<file path="src/rtl/simd_alu_pipe.sv">
// rtl/simd_alu_pipe.sv - two-stage pipelined SIMD add/sub ALU with saturation and valid/ready flow control
module simd_alu_pipe #(
    parameter int W = 32
) (
    input  logic           clk,
    input  logic           rst,
    input  logic           in_vld,
    output logic           in_rdy,
    input  logic [3:0]     in_op,
    input  logic [1:0]     in_sat,
    input  logic [W-1:0]   in_a,
    input  logic [W-1:0]   in_b,
    output logic           out_vld,
    input  logic           out_rdy,
    output logic [W-1:0]   out_y,
    output logic [W/8-1:0] out_c,
    output logic           out_ill
);
    localparam int NB = W / 8;

    localparam logic [3:0] OP_SEL0     = 4'd0;
    localparam logic [3:0] OP_SEL1     = 4'd1;
    localparam logic [3:0] OP_ADD32    = 4'd2;
    localparam logic [3:0] OP_SUB32    = 4'd3;
    localparam logic [3:0] OP_ADD16    = 4'd4;
    localparam logic [3:0] OP_SUB16    = 4'd5;
    localparam logic [3:0] OP_ADD8     = 4'd6;
    localparam logic [3:0] OP_SUB8     = 4'd7;
    localparam logic [3:0] OP_ADDSUB16 = 4'd8;
    localparam logic [3:0] OP_SUBADD16 = 4'd9;
    localparam logic [3:0] OP_ADDSUB8  = 4'd10;
    localparam logic [3:0] OP_SUBADD8  = 4'd11;

    logic          w_s2_en;
    logic          w_in_xfer;
    logic [3:0]    w_start;
    logic [3:0]    w_inv;
    logic [1:0]    w_size;
    logic          w_sel_a;
    logic          w_sel_b;
    logic          w_ill;
    logic [W-1:0]  w_sum;
    logic [NB-1:0] w_cy;
    logic [NB-1:0] w_am;
    logic [NB-1:0] w_bm;
    logic [7:0]    w_bx;
    logic [8:0]    w_t;
    logic          w_cin;
    logic          w_cprev;

    logic          r_s1_vld;
    logic [W-1:0]  r_s1_sum;
    logic [NB-1:0] r_s1_cy;
    logic [NB-1:0] r_s1_am;
    logic [NB-1:0] r_s1_bm;
    logic [3:0]    r_s1_inv;
    logic [1:0]    r_s1_size;
    logic [1:0]    r_s1_sat;
    logic          r_s1_arith;
    logic          r_s1_ill;

    logic          r_s2_vld;
    logic [W-1:0]  r_y;
    logic [NB-1:0] r_c;
    logic          r_ill;

    logic [W-1:0]  w_y;
    logic [NB-1:0] w_c;
    logic [1:0]    w_j;
    logic [1:0]    w_top;
    int            w_tk;
    logic          w_ec;
    logic          w_einv;
    logic          w_istop;
    logic          w_ovf;
    logic          w_asign;

    assign in_rdy    = !r_s1_vld || !r_s2_vld || out_rdy;
    assign w_s2_en   = !r_s2_vld || out_rdy;
    assign w_in_xfer = in_vld && in_rdy;
    assign out_vld   = r_s2_vld;
    assign out_y     = r_y;
    assign out_c     = r_c;
    assign out_ill   = r_ill;

    // Byte map of one 32-bit word: w_start marks element-starting bytes, w_inv marks subtracting bytes.
    always_comb begin
        w_start = 4'b1111;
        w_inv   = 4'b0000;
        w_size  = 2'd0;
        w_sel_a = 1'b0;
        w_sel_b = 1'b0;
        w_ill   = 1'b0;
        case (in_op)
            OP_SEL0:     w_sel_a = 1'b1;
            OP_SEL1:     w_sel_b = 1'b1;
            OP_ADD32:    begin w_size = 2'd2; w_start = 4'b0001; end
            OP_SUB32:    begin w_size = 2'd2; w_start = 4'b0001; w_inv = 4'b1111; end
            OP_ADD16:    begin w_size = 2'd1; w_start = 4'b0101; end
            OP_SUB16:    begin w_size = 2'd1; w_start = 4'b0101; w_inv = 4'b1111; end
            OP_ADD8:     w_size = 2'd0;
            OP_SUB8:     w_inv = 4'b1111;
            OP_ADDSUB16: begin w_size = 2'd1; w_start = 4'b0101; w_inv = 4'b0011; end
            OP_SUBADD16: begin w_size = 2'd1; w_start = 4'b0101; w_inv = 4'b1100; end
            OP_ADDSUB8:  w_inv = 4'b0101;
            OP_SUBADD8:  w_inv = 4'b1010;
            default:     w_ill = 1'b1;
        endcase
    end

    always_comb begin
        w_sum   = '0;
        w_cy    = '0;
        w_am    = '0;
        w_bm    = '0;
        w_bx    = '0;
        w_t     = '0;
        w_cin   = 1'b0;
        w_cprev = 1'b0;
        for (int k = 0; k < NB; k++) begin
            w_bx           = in_b[k*8 +: 8] ^ {8{w_inv[k%4]}};
            w_cin          = w_start[k%4] ? w_inv[k%4] : w_cprev;
            w_t            = {1'b0, in_a[k*8 +: 8]} + {1'b0, w_bx} + {8'd0, w_cin};
            w_sum[k*8 +: 8] = w_t[7:0];
            w_cy[k]        = w_t[8];
            w_cprev        = w_t[8];
            w_am[k]        = in_a[k*8+7];
            w_bm[k]        = w_bx[7];
        end
        if (w_sel_a) begin
            w_sum = in_a;
            w_cy  = '0;
        end else if (w_sel_b) begin
            w_sum = in_b;
            w_cy  = '0;
        end else if (w_ill) begin
            w_sum = '0;
            w_cy  = '0;
        end
    end

    // Saturation decisions come from each element's top byte and are broadcast to all its bytes.
    always_comb begin
        w_y     = '0;
        w_c     = '0;
        w_j     = '0;
        w_top   = '0;
        w_tk    = 0;
        w_ec    = 1'b0;
        w_einv  = 1'b0;
        w_istop = 1'b0;
        w_ovf   = 1'b0;
        w_asign = 1'b0;
        for (int k = 0; k < NB; k++) begin
            w_j     = 2'(k % 4);
            w_top   = (r_s1_size == 2'd2) ? 2'd3 : (r_s1_size == 2'd1) ? {w_j[1], 1'b1} : w_j;
            w_tk    = (k / 4) * 4 + int'(w_top);
            w_ec    = r_s1_cy[w_tk];
            w_einv  = r_s1_inv[w_top];
            w_istop = (w_top == w_j);
            w_asign = r_s1_am[w_tk];
            w_ovf   = (r_s1_am[w_tk] == r_s1_bm[w_tk]) && (r_s1_sum[w_tk*8+7] != r_s1_am[w_tk]);
            w_y[k*8 +: 8] = r_s1_sum[k*8 +: 8];
            if (r_s1_arith) begin
                if (r_s1_sat == 2'b01) begin
                    if (w_ec && !w_einv)
                        w_y[k*8 +: 8] = 8'hFF;
                    else if (!w_ec && w_einv)
                        w_y[k*8 +: 8] = 8'h00;
                end else if (r_s1_sat == 2'b10 && w_ovf) begin
                    w_y[k*8 +: 8] = w_istop ? {w_asign, {7{!w_asign}}} : {8{!w_asign}};
                end
                w_c[k] = w_istop && r_s1_cy[k];
            end
        end
    end

    always_ff @(posedge clk or posedge rst) begin
        if (rst) begin
            r_s1_vld   <= 1'b0;
            r_s1_sum   <= '0;
            r_s1_cy    <= '0;
            r_s1_am    <= '0;
            r_s1_bm    <= '0;
            r_s1_inv   <= '0;
            r_s1_size  <= '0;
            r_s1_sat   <= '0;
            r_s1_arith <= 1'b0;
            r_s1_ill   <= 1'b0;
            r_s2_vld   <= 1'b0;
            r_y        <= '0;
            r_c        <= '0;
            r_ill      <= 1'b0;
        end else begin
            if (w_in_xfer) begin
                r_s1_vld   <= 1'b1;
                r_s1_sum   <= w_sum;
                r_s1_cy    <= w_cy;
                r_s1_am    <= w_am;
                r_s1_bm    <= w_bm;
                r_s1_inv   <= w_inv;
                r_s1_size  <= w_size;
                r_s1_sat   <= in_sat;
                r_s1_arith <= !(w_sel_a || w_sel_b || w_ill);
                r_s1_ill   <= w_ill;
            end else if (w_s2_en) begin
                r_s1_vld <= 1'b0;
            end
            if (w_s2_en) begin
                r_s2_vld <= r_s1_vld;
                if (r_s1_vld) begin
                    r_y   <= w_y;
                    r_c   <= w_c;
                    r_ill <= r_s1_ill;
                end
            end
        end
    end
endmodule

</file>
<file path="config.mk">
export PLATFORM = sky130hd
export DESIGN_NAME = simd_alu_pipe
export DESIGN_NICKNAME = d
export VERILOG_FILES = /design/src/rtl/simd_alu_pipe.sv
export SDC_FILE = /design/constraint.sdc
export NUM_CORES = 1
export LEC_CHECK = 0
export CAP_MARGIN = 20
export CORE_UTILIZATION = 54
export DETAILED_ROUTE_END_ITERATION = 6
export PLACE_DENSITY = 0.81
export SLEW_MARGIN = 20
export SYNTH_ARGS = -nofsm -noshare
export SYNTH_HDL_FRONTEND = slang
export SYNTH_SLANG_ARGS = --single-unit
</file>
<file path="constraint.sdc">
create_clock -name clk -period 3.4 [get_ports clk]
set_input_delay 0.68 -clock clk [delete_from_list [all_inputs] [get_ports clk]]
set_output_delay 0.68 -clock clk [all_outputs]
set_load 0.1 [all_outputs]
</file>
# After elaboration in Yosys (flattened, before gate mapping)
# Index checks and enable logic that the tools add are counted.
# W data, S select, Z words.
[classes]
bitwise = 4
order_cmp = 9
reduce_logical = 48
mux = 83
addsub = 11
eq_ne = 25
[ops]
columns = ["operator", "n"]
rows = [
  ["$mux W8", 23],
  ["$mux W32", 3],
  ["$add A8 B8 Y9", 4],
  ["$add A9 B1 Y9", 4],
  ["$mux W1", 34],
  ["$xor A8 B8 Y8", 4],
  ["$bmux W1 S2", 12],
  ["$logic_and A1 B1 Y1", 20],
  ["$pmux W4 S5", 1],
  ["$add A5 B3 Y6 const B", 3],
  ["$lt A2 B3 Y1 const B", 6],
  ["$lt A6 B6 Y1 const B", 3],
  ["$eq A4 B3 Y1 const B", 4],
  ["$eq A4 B4 Y1 const B", 4],
  ["$bmux W1 S5", 3],
  ["$logic_not A1 Y1", 15],
  ["$mux W4", 3],
  ["$reduce_or A12 Y1", 1],
  ["$eq A4 B2 Y1 const B", 2],
  ["$pmux W4 S2", 1],
  ["$eq A2 B1 Y1 const B", 3],
  ["$eq A2 B2 Y1 const B", 3],
  ["$logic_or A1 B1 Y1", 5],
  ["$eq A1 B1 Y1", 4],
  ["11 further kinds", 15],
]
[word_totals]
out_inout_bits = 39
input_bits = 74
wordCells = 194
regBits = 93

# Depth between registers and ports, before layout
[depth]
word_depth = 15
mapped_depth = 38
depth_no_buf = 37

# Worst setup path after synthesis
# Ideal clock, no wire load.
[synth_timing]
path_kind = "input -> register"
start = "input port in_op[2]"
end = "register r_s1_sum[30]"
path_buffers = 1
cell_stages = 38
setup_time_ps = 127
t_arrival_ps = 8315
path_slack_ps = -5042
required_time_ps = 3273
cell_sequence = "buf_6 nand2b_4 o22ai_4 xor2_1 fa_1 a21o_1 a21oi_1 o211ai_1 a21o_1 a21oi_1 a21o_1 nand2_1 fa_1 fa_1 a211o_1 o211ai_1 nand2b_1 a21o_1 [2 not listed] a21oi_1 fa_1 fa_1 nand2_1 a21oi_1 o21a_1 o41ai_1 a21o_1 nand2_1 fa_1 fa_1 a21o_1 a21oi_1 o21bai_1 a21oi_1 xnor2_1 a221oi_1 nor2_1"
[synth_between]
elab_chain_len = 15
word_cells_on_any_way = 39
cone_classes = "add/sub (8); eq/ne (11); mux (11); bitwise (4); reduce/logical (5)"
[synth_lines]
columns = ["item", "line_no", "text"]
rows = [
  ["start, declared", "9", "input logic [3:0] in_op,"],
  ["$eq A4 B3 Y1 or $eq A4 B2 Y1 (tied branches)", "94", "case (in_op)"],
  ["$reduce_or A3 Y1 (no line)", "n/a", ""],
  ["$pmux W4 S5", "94", ""],
  ["$xor A8 B8 Y8", "121", "w_bx = in_b[k*8 +: 8] ^ {8{w_inv[k%4]}};"],
  ["$add A8 B8 Y9", "123", "w_t = {1'b0, in_a[k*8 +: 8]} + {1'b0, w_bx} + {8'd0, w_cin};"],
  ["$add A9 B1 Y9", "123", ""],
  ["$mux W1", "122", "w_cin = w_start[k%4] ? w_inv[k%4] : w_cprev;"],
  ["$add A9 B1 Y9", "123", ""],
  ["$mux W1", "122", ""],
  ["$add A9 B1 Y9", "123", ""],
  ["$mux W1", "122", ""],
  ["$add A9 B1 Y9", "123", ""],
  ["$mux W32", "136", "end else if (w_ill) begin"],
  ["$mux W32", "133", "end else if (w_sel_b) begin"],
  ["$mux W32 *", "130", "if (w_sel_a) begin"],
  ["end signal, assigned", "197", "r_s1_sum <= w_sum;"],
  ["end, declared", "52", "logic [W-1:0] r_s1_sum;"],
]
# Mark *: on every way between the ends. The rest lies on a longest branch, timed or not.
# A chain may end at the register's enable or synchronous reset.

# Worst setup path in the final report
[layout_timing]
start = "input port in_op[3]"
end = "register r_s1_cy[3]"
[layout_between]
elab_chain_len = 15
word_cells_on_any_way = 39
cone_classes = "add/sub (8); eq/ne (11); mux (11); bitwise (4); reduce/logical (5)"
[layout_lines]
columns = ["item", "line_no", "text"]
rows = [
  ["$eq A4 B3 Y1 or $eq A4 B2 Y1 (tied branches)", "94", ""],
  ["$reduce_or A3 Y1 (no line)", "n/a", ""],
  ["$pmux W4 S5", "94", ""],
  ["$xor A8 B8 Y8", "121", ""],
  ["$add A8 B8 Y9", "123", ""],
  ["$add A9 B1 Y9", "123", ""],
  ["$mux W1", "122", ""],
  ["$add A9 B1 Y9", "123", ""],
  ["$mux W1", "122", ""],
  ["$add A9 B1 Y9", "123", ""],
  ["$mux W1", "122", ""],
  ["$add A9 B1 Y9", "123", ""],
  ["$mux W4", "136", ""],
  ["$mux W4", "133", ""],
  ["$mux W4 *", "130", ""],
  ["end signal, assigned", "198", "r_s1_cy <= w_cy;"],
  ["end, declared", "53", "logic [NB-1:0] r_s1_cy;"],
]
# Marks and branches as above.

==> run summary <==
=======================================================================================
Overflow left after global routing                                                    0
Nature of the critical path startpoint                                     primary input
Portion of synthesized cell area occupied by the leading cell type               34.89%
Dominant cell type by area after synthesis                                      dfrtp_1
PnR worst setup slack                                                         -4.669 ns
Placement-stage worst setup slack                                             -5.188 ns
CP Capture Type                                                               flip-flop
Period Utilization, post-route                                                   237.3%
Die outline width                                                              113.1 um
Global router's overall resource usage                                           38.10%
Critical path arrival                                                           8.30 ns
Instance count of the mapped netlist                                                786
Required time of the critical path                                              3.63 ns
Run status                                                                 finished with violations
Reg-to-Reg Start                                                           r_s1_size[0]
First-pass DRT Iterations                                                             6
Layout-stage area growth over the synthesis result                               39.54%
Die boundary height                                                            113.1 um
Antenna violations before repair                                                      0
Final Hold Violating Endpoints                                                        0
Worst-path cell with the longest stage delay                                       fa_2
Routability-driven placement congestion ratio                                    0.8873
Highest ir drop seen on vdd                                                   0.3041 mV
Number of violations of the max-capacitance limit                                     0
Synth async-reset ratio                                                          100.0%
Area of the die                                                               12800 um2
Standard-cell row count                                                              40
Final ANT Viol Nets                                                                   0
Time the worst path needs with I/O delays and setup                            8.069 ns
Setup TNS                                                                     -67.51 ns
Crit Path Max Fanout                                                                  3
Synthesized netlist net count                                                       896
Unrepaired setup endpoints after global routing                                    true
Violated checks                                                            setup timing
Power per standard cell area                                               621.6 nW/um2
HP Class                                                                        reg2reg
Area contributors post-synth                                               dfrtp_1 35%, nand2_1 6.0%, a21oi_1 6.0%, o21ai_0 5.8%, ha_1 5.4%
Effective utilization at floorplan                                               55.53%
Number of nets in the layout                                                       1107
Commonest cells in the synthesized netlist                                 107 x nand2_1, 93 x dfrtp_1, 80 x a21oi_1
Top FF cell, synth                                                              dfrtp_1
Ant diodes                                                                            0
Clock slew at the register clock pins of the worst setup and hold paths         0.07 ns
Number of enable-type register cells in the synthesized netlist                       0
Via count of the first global-routing pass                                         7617
Peak Freq                                                                     123.9 MHz
Total DRC errors in the routed layout                                                 0
Root cell of the clock tree                                                   clkbuf_16
Detailed Route WL                                                              23.35 mm
Routed via count                                                                   7374
Part of the Yosys area used for sequential elements                              34.89%
Global-route wire length before repair                                         37.87 mm
CTS tree                                                                          built
Ratio of routed vias to standard cells                                            6.418
Synth unique cells                                                                   65
Number of input and output port buffers inserted                                    112
CP delay by family, top                                                    compound AO/OA/AOI/OAI gates
Number of pins exceeding their max-slew limit in the final report                     0
Synthesis warning total                                                               0
Setup violation total in the final timing report                                     26
Number of buffers added by the clock tree synthesis step                              9
Per-cell routed wire length                                                    20.32 um
Fraction of final layout cells with drive strength greater than 1                27.64%
Maximum number of buffers from clock root to sink                                     2
Worst-case headroom to the max-slew limit                                        23.51%
Hold Path Origin                                                               out_c[2]
Clock latency on the worst-skew pair                                            0.36 ns
CP Buf/Inv Count                                                                      3
Clk sinks                                                                            93
Highest cell delay on the worst timing path                                     0.42 ns
H-tree depth reported by CTS                                                          3
Post-CTS Hold Fix Bufs                                                                0
Origin of the worst setup path                                                 in_op[3]
Total power draw                                                             0.005786 W
Pin count of the biggest net entering global routing                                 65
Clock skew                                                                  0.008689 ns
I/O pin total                                                                       113
Most common cell in the synthesized netlist                                     nand2_1
Crit Path Category                                                               in2reg
Cell area after synthesis                                                      6670 um2
Estimated wirelength of the detail-placed design                               15.67 mm
Synthesized flop and latch total                                                     93
Syn_area_per_cell                                                             8.486 um2
Number of violations reported at the end of detailed-routing iteration 0            887
Floorplan Core Area                                                           12010 um2
Hold Worst Slack                                                              0.4791 ns
Leakage power total                                                            4.084 nW
Worst-Margin Slew                                                              1.145 ns
=======================================================================================
tightest hold or removal path: stages (launching register included):
cell	delay, ns
dfrtp_1	0.34
nand2_1	0.04
o21ai_0	0.06
metal layers:
layer	GRT usage (%)	part of all wire [%]	up-vias
met3	6.213	8.8	87
met5	0	0	-
met1	47.40	39	3542
met2	62.21	48	461
met4	23.60	3.8	0
li1	-	-	3284
sequential cells by signal, summed over array words and instances, names as in the netlist, 4 cells and up:
| name | count |
|---|---|
| r_s1_cy | 4 |
| out_c | 4 |
| r_s1_bm | 4 |
| r_s1_am | 4 |
| r_s1_sum | 32 |
| r_s1_inv | 4 |
| out_y | 32 |
cell type report:
cell class | count | area, um2
inverters | 16 | 61.31
repair buffers | 249 | 2090
flip-flops and latches | 93 | 2327
clock inverters | 6 | 53.80
clock buffers | 10 | 229.0
multi-input cells | 628 | 4363
fillers | 811 | 2704
well taps | 147 | 183.9
power breakdown:
part           switching [W]  leakage, nW  internal, W  total [W]
clock               0.000482        0.136     0.000511   0.000993
sequential          0.000280         1.10      0.00138    0.00166
combinational        0.00205         2.84      0.00109    0.00313
total                0.00281         4.08      0.00298    0.00579
per-stage QoR:
stage / instance area [um2] / utilization [%] / std cells
final: 9308 / 77.49 / 1149
after global routing: 9308 / 77.49 / 1149
after CTS: 9361 / 77.94 / 1171
after detailed placement: 8621 / 71.77 / 1107
after global placement: 8621 / 71.77 / 1107
after floorplan: 6793 / - / 786
cell families (layout without fill, tap and decap cells):
group / Yosys count / in the layout / synth area share [%]
compound gates: 278 / 278 / 26.67
xor+xnor: 51 / 51 / 6.697
fa+ha+maj: 37 / 37 / 7.691
buf+inv: 65 / 281 / 4.239
flops: 93 / 93 / 34.89
mux: 15 / 15 / 3.058
simple gates: 247 / 247 / 16.75
placed cells by master (no fill, tap or decap), types with 3 or more instances in the layout:
cell type and instances:
nor2_1 70, nand2b_1 10, buf_6 6, a21oi_1 68, xor2_1 20, nor3b_1 4, mux2i_1 8, nand3_1 9
clkbuf_16 9, o21ai_1 13, a221o_1 5, inv_6 3, nand2b_4 3, nand3b_1 5, xnor2_1 27, o21ai_2 6
a221oi_2 13, nand2_2 3, a21oi_2 12, a31oi_1 6, o22ai_1 21, nand2_1 104, buf_4 169, a21o_1 13
o21bai_1 3, ha_1 29, o221a_2 7, clkdlybuf4s50_1 67, a211oi_2 3, mux4_2 4, fa_2 7, o21ai_0 62
o211ai_1 7, inv_1 14, or3_1 4, nor3_1 18, a221oi_1 13, dfrtp_1 93
final timing paths:
path,endpoint,slack [ns],cells after the start
worst max-delay path,r_s1_cy[3],-4.67,40
worst min-delay path,out_c[2],0.48,2
worst max register to register,out_y[1],0.66,8
worst min register to register,out_c[2],0.48,2
max in group asynchronous,r_s1_sum[27],2.02,3
min in group asynchronous,r_s1_am[3],0.66,2
timing repair:
| action | 4_1_cts | 5_1_grt |
|---|---|---|
| buffers inserted | 51 | 9 |
| cloned | 0 | 0 |
| pin swaps | 36 | 22 |
| gates resized for setup | 45 | 24 |
| endpoints found under the setup margin | 27 | 28 |
Note: power is estimated with default switching activity, not from simulation.
